[src/rtl/sph_pair_engine.sv]
// sph_pair_engine: streaming SPH pair-term engine. Evaluates a fixed-point
// 1-D kernel for each (i, j) pair term and accumulates one result per task,
// either as a density sum or as a pressure-force sum.
// Optional build macro SPH_PAIR_SATURATE_EN: when defined, the accumulator
// clamps at the signed ACC_WIDTH limits on overflow; otherwise it wraps.
// overflow is raised in both builds.
module sph_pair_engine #(
  parameter int DATA_WIDTH  = 16,
  parameter int FRAC_BITS   = 8,
  parameter int ACC_WIDTH   = 24,
  parameter int H           = 256,
  parameter int COUNT_WIDTH = 10
) (
  input  logic                          clk_in,
  input  logic                          rst,
  input  logic                          term_valid,
  output logic                          term_ready,
  input  logic                          term_first,
  input  logic                          term_last,
  input  logic [1:0]                    task_type,
  input  logic [DATA_WIDTH*5-1:0]       data_in,
  output logic signed [ACC_WIDTH-1:0]   result,
  output logic                          result_valid,
  input  logic                          result_ready,
  output logic [1:0]                    result_type,
  output logic [COUNT_WIDTH-1:0]        result_count,
  output logic                          terms_in_flight,
  output logic                          overflow,
  output logic                          proto_err
);

  localparam int DW  = DATA_WIDTH;
  localparam int QW  = DW + 1;              // kernel distance / pressure-sum width
  localparam int PW  = 2 * QW;              // q*q
  localparam int WW  = PW - FRAC_BITS;      // density weight after rescale
  localparam int GW  = QW + DW;             // q*inv_rho
  localparam int GGW = GW - FRAC_BITS;      // gradient factor after rescale
  localparam int FW  = QW + GGW + 1;        // s*g
  localparam int TW  = FW - FRAC_BITS;      // force term after rescale
  localparam int AW1 = ACC_WIDTH + 1;

  localparam logic [QW-1:0] H_Q = QW'(H);
  localparam logic signed [ACC_WIDTH-1:0] ACC_MAX = {1'b0, {(ACC_WIDTH-1){1'b1}}};
  localparam logic signed [ACC_WIDTH-1:0] ACC_MIN = {1'b1, {(ACC_WIDTH-1){1'b0}}};

  typedef enum logic [1:0] {IDLE, ACCUM, DRAIN, HOLD} state_t;

  state_t state;
  logic   tag;

  logic signed [DW-1:0] x_i, x_j, p_i, p_j;
  logic [DW-1:0]        inv_rho;

  assign x_i     = data_in[5*DW-1 -: DW];
  assign x_j     = data_in[4*DW-1 -: DW];
  assign p_i     = data_in[3*DW-1 -: DW];
  assign p_j     = data_in[2*DW-1 -: DW];
  assign inv_rho = data_in[DW-1:0];

  logic accept, open_task, take, entry_tag;

  // A first-flagged term always opens a fresh task and flips the tag so that
  // any terms still in the pipeline from an aborted task are ignored.
  assign accept    = term_valid && term_ready;
  assign open_task = accept && term_first;
  assign take      = accept && (term_first || state == ACCUM);
  assign entry_tag = open_task ? ~tag : tag;

  logic signed [QW-1:0] d;
  logic [QW-1:0]        d_u, a, q;

  assign d   = $signed({x_i[DW-1], x_i}) - $signed({x_j[DW-1], x_j});
  assign d_u = d;
  assign a   = d[QW-1] ? (QW'(0) - d_u) : d_u;
  assign q   = (a >= H_Q) ? '0 : (H_Q - a);

  logic              s1_valid, s1_tag, s1_neg, s1_zero;
  logic [1:0]        s1_type;
  logic [QW-1:0]     s1_q;
  logic signed [DW-1:0] s1_p_i, s1_p_j;
  logic [DW-1:0]     s1_inv;

  logic [PW-1:0]        qq;
  logic [GW-1:0]        qg;
  logic signed [QW-1:0] psum;

  assign qq   = s1_q * s1_q;
  assign qg   = s1_q * s1_inv;
  assign psum = $signed({s1_p_i[DW-1], s1_p_i}) + $signed({s1_p_j[DW-1], s1_p_j});

  logic              s2_valid, s2_tag, s2_neg, s2_zero;
  logic [1:0]        s2_type;
  logic [WW-1:0]     s2_w;
  logic [GGW-1:0]    s2_g;
  logic signed [QW-1:0] s2_s;

  logic signed [FW-1:0] prod;
  logic signed [TW-1:0] fsh, fsel;

  assign prod = s2_s * $signed({1'b0, s2_g});
  assign fsh  = prod[FW-1:FRAC_BITS];

  // Select the per-type contribution; reserved types add nothing.
  always_comb begin
    fsel = '0;
    case (s2_type)
      2'd0:    fsel = $signed({{(TW-WW){1'b0}}, s2_w});
      2'd1:    fsel = s2_zero ? '0 : (s2_neg ? -fsh : fsh);
      default: fsel = '0;
    endcase
  end

  logic                  s3_valid, s3_tag;
  logic signed [AW1-1:0] s3_term;

  logic unused_bits;
  assign unused_bits = ^{prod[FRAC_BITS-1:0], qq[FRAC_BITS-1:0], qg[FRAC_BITS-1:0], fsel[TW-1:AW1]};

  assign terms_in_flight = s1_valid || s2_valid || s3_valid;

  // Three-stage kernel pipeline, one term per cycle.
  always_ff @(posedge clk_in or negedge rst) begin
    if (!rst) begin
      s1_valid <= 1'b0; s1_tag <= 1'b0; s1_neg <= 1'b0; s1_zero <= 1'b0;
      s1_type  <= '0;   s1_q   <= '0;   s1_p_i <= '0;   s1_p_j  <= '0; s1_inv <= '0;
      s2_valid <= 1'b0; s2_tag <= 1'b0; s2_neg <= 1'b0; s2_zero <= 1'b0;
      s2_type  <= '0;   s2_w   <= '0;   s2_g   <= '0;   s2_s    <= '0;
      s3_valid <= 1'b0; s3_tag <= 1'b0; s3_term <= '0;
    end else begin
      s1_valid <= take;
      s1_tag   <= entry_tag;
      s1_type  <= open_task ? task_type : result_type;
      s1_neg   <= d[QW-1];
      s1_zero  <= (d == '0);
      s1_q     <= q;
      s1_p_i   <= p_i;
      s1_p_j   <= p_j;
      s1_inv   <= inv_rho;

      s2_valid <= s1_valid;
      s2_tag   <= s1_tag;
      s2_type  <= s1_type;
      s2_neg   <= s1_neg;
      s2_zero  <= s1_zero;
      s2_w     <= qq[PW-1:FRAC_BITS];
      s2_g     <= qg[GW-1:FRAC_BITS];
      s2_s     <= psum;

      s3_valid <= s2_valid;
      s3_tag   <= s2_tag;
      s3_term  <= fsel[AW1-1:0];
    end
  end

  logic signed [AW1-1:0]       sum;
  logic                        sum_ovf, acc_en;
  logic signed [ACC_WIDTH-1:0] acc_next;

  assign sum     = $signed({result[ACC_WIDTH-1], result}) + s3_term;
  assign sum_ovf = sum[AW1-1] ^ sum[AW1-2];
  assign acc_en  = s3_valid && (s3_tag == tag);

`ifdef SPH_PAIR_SATURATE_EN
  assign acc_next = sum_ovf ? (sum[AW1-1] ? ACC_MIN : ACC_MAX) : sum[ACC_WIDTH-1:0];
`else
  assign acc_next = sum[ACC_WIDTH-1:0];
`endif

  // Task control FSM with the accumulator, counter and result registers.
  always_ff @(posedge clk_in or negedge rst) begin
    if (!rst) begin
      state        <= IDLE;
      term_ready   <= 1'b1;
      result_valid <= 1'b0;
      result       <= '0;
      result_type  <= '0;
      result_count <= '0;
      overflow     <= 1'b0;
      proto_err    <= 1'b0;
      tag          <= 1'b0;
    end else begin
      proto_err <= 1'b0;
      if (acc_en) begin
        result <= acc_next;
        if (sum_ovf) overflow <= 1'b1;
      end
      case (state)
        IDLE: begin
          if (accept && !term_first) proto_err <= 1'b1;
        end
        ACCUM: begin
          if (accept) begin
            if (term_first) proto_err <= 1'b1;
            else result_count <= result_count + COUNT_WIDTH'(1);
            if (term_last) begin
              state      <= DRAIN;
              term_ready <= 1'b0;
            end
          end
        end
        DRAIN: begin
          if (!terms_in_flight) begin
            state        <= HOLD;
            result_valid <= 1'b1;
          end
        end
        HOLD: begin
          if (result_ready) begin
            state        <= IDLE;
            result_valid <= 1'b0;
            term_ready   <= 1'b1;
          end
        end
        default: state <= IDLE;
      endcase
      if (open_task) begin
        result       <= '0;
        overflow     <= 1'b0;
        result_count <= COUNT_WIDTH'(1);
        result_type  <= task_type;
        tag          <= ~tag;
        state        <= term_last ? DRAIN : ACCUM;
        term_ready   <= !term_last;
      end
    end
  end

endmodule

[config.mk]
export PLATFORM = sky130hd
export DESIGN_NAME = sph_pair_engine
export DESIGN_NICKNAME = d
export VERILOG_FILES = /design/src/rtl/sph_pair_engine.sv
export SDC_FILE = /design/constraint.sdc
export NUM_CORES = 2
export LEC_CHECK = 0
export CAP_MARGIN = 10
export CORE_MARGIN = 8
export CORE_UTILIZATION = 60
export CTS_CLUSTER_SIZE = 24
export DETAILED_ROUTE_END_ITERATION = 7
export PLACE_DENSITY = 0.78
export SLEW_MARGIN = 25
export SYNTH_ARGS = -nofsm -noshare
export SYNTH_HDL_FRONTEND = slang
export SYNTH_SLANG_ARGS = --single-unit
[constraint.sdc]
create_clock -name clk_in -period 8.6 [get_ports clk_in]
set_input_delay 1.29 -clock clk_in [delete_from_list [all_inputs] [get_ports clk_in]]
set_output_delay 1.29 -clock clk_in [all_outputs]
set_load 0.01 [all_outputs]
==> flow_summary.toml <==
[global_route]
grt_pass1_vias = 31228
overflow = 0
antenna_found_initial = 2
grt_max_degree = 97
groute.usage.overall = 0.2552
grt_pass1_wl_um = 153900

[run_status]
status = "finished clean"

[synth]
ys_types = 92
yosysSeqAreaShare = 0.1354
yosys_warnings = 0
ys.flop_type = "dfrtp_1"
synthCells = 4299
syn_area_per_cell_sq_um = 9.076
synth_edf_count = 0
ys_ff_latch = 211
netlist_area_sq_um = 39020
async_flop_share = 1.000

[setup_path]
r2r-start = "s2_s[2]"
path_class = "register to register"
worst_setup_path_start_kind = "register"
worstPathArrival_ns = 8.39
cp_slowest_stage_delay_ns = 1.00
path_cells = "nand2_1 -> fa_1 -> fa_1 -> fa_1 -> fa_1 -> inv_1 -> fa_1 -> inv_1 -> fa_1 -> inv_1 -> ha_1 -> a21oi_1 -> o21ai_1 -> a21oi_1 -> o21ai_0 -> a2111oi_1 -> nor4_2 -> and3b_1 -> a41oi_4 -> mux2_4 -> or3_1 -> a32o_1"
path_common_cell = "fa_1"
worstPathRequired_ns = 9.06
cp_max_fo = 26
startpoint = "s2_s[2]"
cpMaxStageDelayCell = "dfrtp_1"
endpoint_kind = "register"

[clocking]
cts_setup_buffers = 0
postCtsHoldBufs = 0
clk_latency_ns = 0.59
cts_root_buf = "clkbuf_16"
htreeDepth = 1
cts_tree = "built"
clk_pin_slew_ns = 0.06
clock_sinks = 211
cts_made_buffers = 26
clockBufferDepth = 3
cts_resized = 0

[sta]
setup_viol = 0
timing.fmax_mhz = 126.0
rsz0062_at_grt = "false"
fin_crit_sh = 0.9226
fin_ws_ns = 0.6657
finalHoldViolCount = 0
layout_min_cycle_time_ns = 7.934
tns_ns = 0
slew_headroom = 0.2700
slew_violations = 0
skew_ns = 0.04535
tightest_slew_ns = 1.095

[placed_design]
hpwlAfterDp_um = 73280
gp_congestion = 0.9120
dp_slack_ns = 0.7080
portBuffers = 128

[min_path]
hp-start = "s2_tag"
min_path_type = "register to register"

[drt]
firstDrtPassIters = 7
route.detailed.drc = 0
via_per_inst = 5.504
routedWlPerCell_um = 17.61
num_vias = 28634
routed_wl_um = 91600
drtIter0Drc = 1705
ant_nets = 0

[finish]
fillers = 5137
diodes = 0
fin_nets = 5494
drive_above_1_share = 0.02830
regArea_sq_um = 5281
multi_input_area_sq_um = 29610
syn_to_final_growth_pct = 7.270

[die]
die_y_um = 271.0
die_area_sq_um = 73440
rows = 93
dieWidth_um = 271.0
ios = 129
floorplan.initialDensity = 0.6063
coreArea_sq_um = 64350

[job]
maxCapViolCount = 0
-- final timing paths --
| kind | endpoint | slack [ns] | cells past startpoint |
|---|---|---|---|
| worst max-delay path | s3_term[20] | 0.67 | 22 |
| worst max register to register | s3_term[20] | 0.67 | 22 |
| worst min-delay path | s3_tag | 0.35 | 0 |
| worst min register to register | s3_tag | 0.35 | 0 |
| min in group asynchronous | s1_p_j[4] | 0.78 | 1 |
| max in group asynchronous | s2_w[14] | 6.59 | 2 |
-- flip-flops by register name (all words and copies together), names as in the netlist, 2 cells and up --
register      count
result           24
result_count     10
result_type       2
s1_inv           16
s1_p_i           16
s1_p_j           16
s1_q             17
s2_g             25
s2_s             17
s2_type           2
s2_w             25
s3_term          25
state             2
-- layer usage --
layer	up-vias	wire (um)	track usage	share of wire
met3	228	6331	0.03864	0.069
met2	973	45330	0.4475	0.49
met5	-	0	0	0
met1	14302	36410	0.3180	0.40
met4	0	3524	0.09341	0.038
li1	13131	-	-	-
-- placed cells by master, fill, tap and decap left out, types with 7 or more instances in the layout --
master / netlist / layout
inv_1: 926 / 926
fa_1: 710 / 710
nand2_1: 588 / 588
ha_1: 368 / 368
and2_1: 328 / 328
dfrtp_1: 210 / 210
nor2_1: 166 / 166
clkdlybuf4s50_1: 0 / 127
xnor2_1: 112 / 112
a21oi_1: 112 / 112
o21ai_0: 87 / 87
xor2_1: 57 / 57
a21o_1: 48 / 48
nor3_1: 42 / 42
nand3_1: 39 / 39
buf_4: 3 / 37
o21a_1: 32 / 32
clkbuf_16: 0 / 26
nand2b_1: 22 / 22
a211oi_1: 22 / 22
nor2b_1: 20 / 20
and3_1: 18 / 18
a31oi_1: 17 / 17
nand4_1: 15 / 15
or3_1: 15 / 15
o211ai_1: 12 / 12
or2_2: 10 / 10
and4_1: 9 / 9
nor4_1: 7 / 7
o21bai_1: 7 / 7
clkbuf_1: 156 / 7
-- stage by stage --
step,instances,cell area (sq um),utilization,hold WS [ns]
final,5202,41850,0.6504,0.3473
after global placement,5155,41010,0.6373,0.3327
after CTS,5202,41850,0.6504,0.3493
after floorplan,4302,39030,-,0.3312
after detailed placement,5155,41010,0.6373,0.3365
after global routing,5202,41850,0.6504,0.3709
-- final cells by class --
| cell class | count | share of cell area |
|---|---|---|
| Clock buffer | 38 | 0.01782 |
| Tap cell | 855 | 0.02556 |
| Clock inverter | 9 | 0.002302 |
| Sequential cell | 211 | 0.1262 |
| Timing Repair Buffer | 166 | 0.03764 |
| Multi-Input combinational cell | 2997 | 0.7074 |
| Inverter | 926 | 0.08305 |
-- critical path, delay by kind of cell (launching register included) --
| kind | cells | cell delay [ns] |
|---|---|---|
| DFF | 1 | 1.00 |
| AOI/OAI and AO/OA | 7 | 1.98 |
| adders and majority gates | 7 | 3.45 |
| buffers and inverters | 3 | 0.14 |
| and+or+nand+nor | 4 | 0.94 |
| muxes | 1 | 0.32 |
-- synthesized netlist by cell type (6+ instances only) --
cell       number  share of area
inv_1         926          0.089
fa_1          710           0.36
nand2_1       588          0.057
ha_1          368           0.12
and2_1        328          0.053
dfrtp_1       210           0.13
nor2_1        166          0.016
clkbuf_1      156          0.015
a21oi_1       112          0.014
xnor2_1       112          0.025
o21ai_0        87          0.011
xor2_1         57          0.013
a21o_1         48         0.0092
nor3_1         42         0.0054
nand3_1        39         0.0050
o21a_1         32         0.0062
a211oi_1       22         0.0042
nand2b_1       22         0.0035
nor2b_1        20         0.0032
and3_1         18         0.0029
a31oi_1        17         0.0027
nand4_1        15         0.0024
or3_1          15         0.0024
o211ai_1       12         0.0023
or2_2          10         0.0016
and4_1          9         0.0020
nor4_1          7         0.0011
o21bai_1        7         0.0013
a2111oi_0       6         0.0013
mux2_2          6         0.0017
nor3b_1         6         0.0012
o31ai_1         6         0.0012
-- kinds of logic (layout without fill, tap and decap cells) --
kind of cell | count (synthesis) | after routing | synth area share
adder cells (fa/ha/maj) | 1078 | 1078 | 0.4823
XOR/XNOR | 170 | 170 | 0.03851
AO/OA/AOI/OAI | 430 | 430 | 0.07382
multiplexers | 11 | 11 | 0.003143
other | 1 | 4 | 0.00009611
AND/OR/NAND/NOR | 1304 | 1304 | 0.1607
buffers and inverters | 1094 | 1139 | 0.1061
flip-flops | 211 | 211 | 0.1354
Power is left out: the tool's default activity adds up to more than one toggle a clock period on the data nets, which glitch-free logic cannot reach.
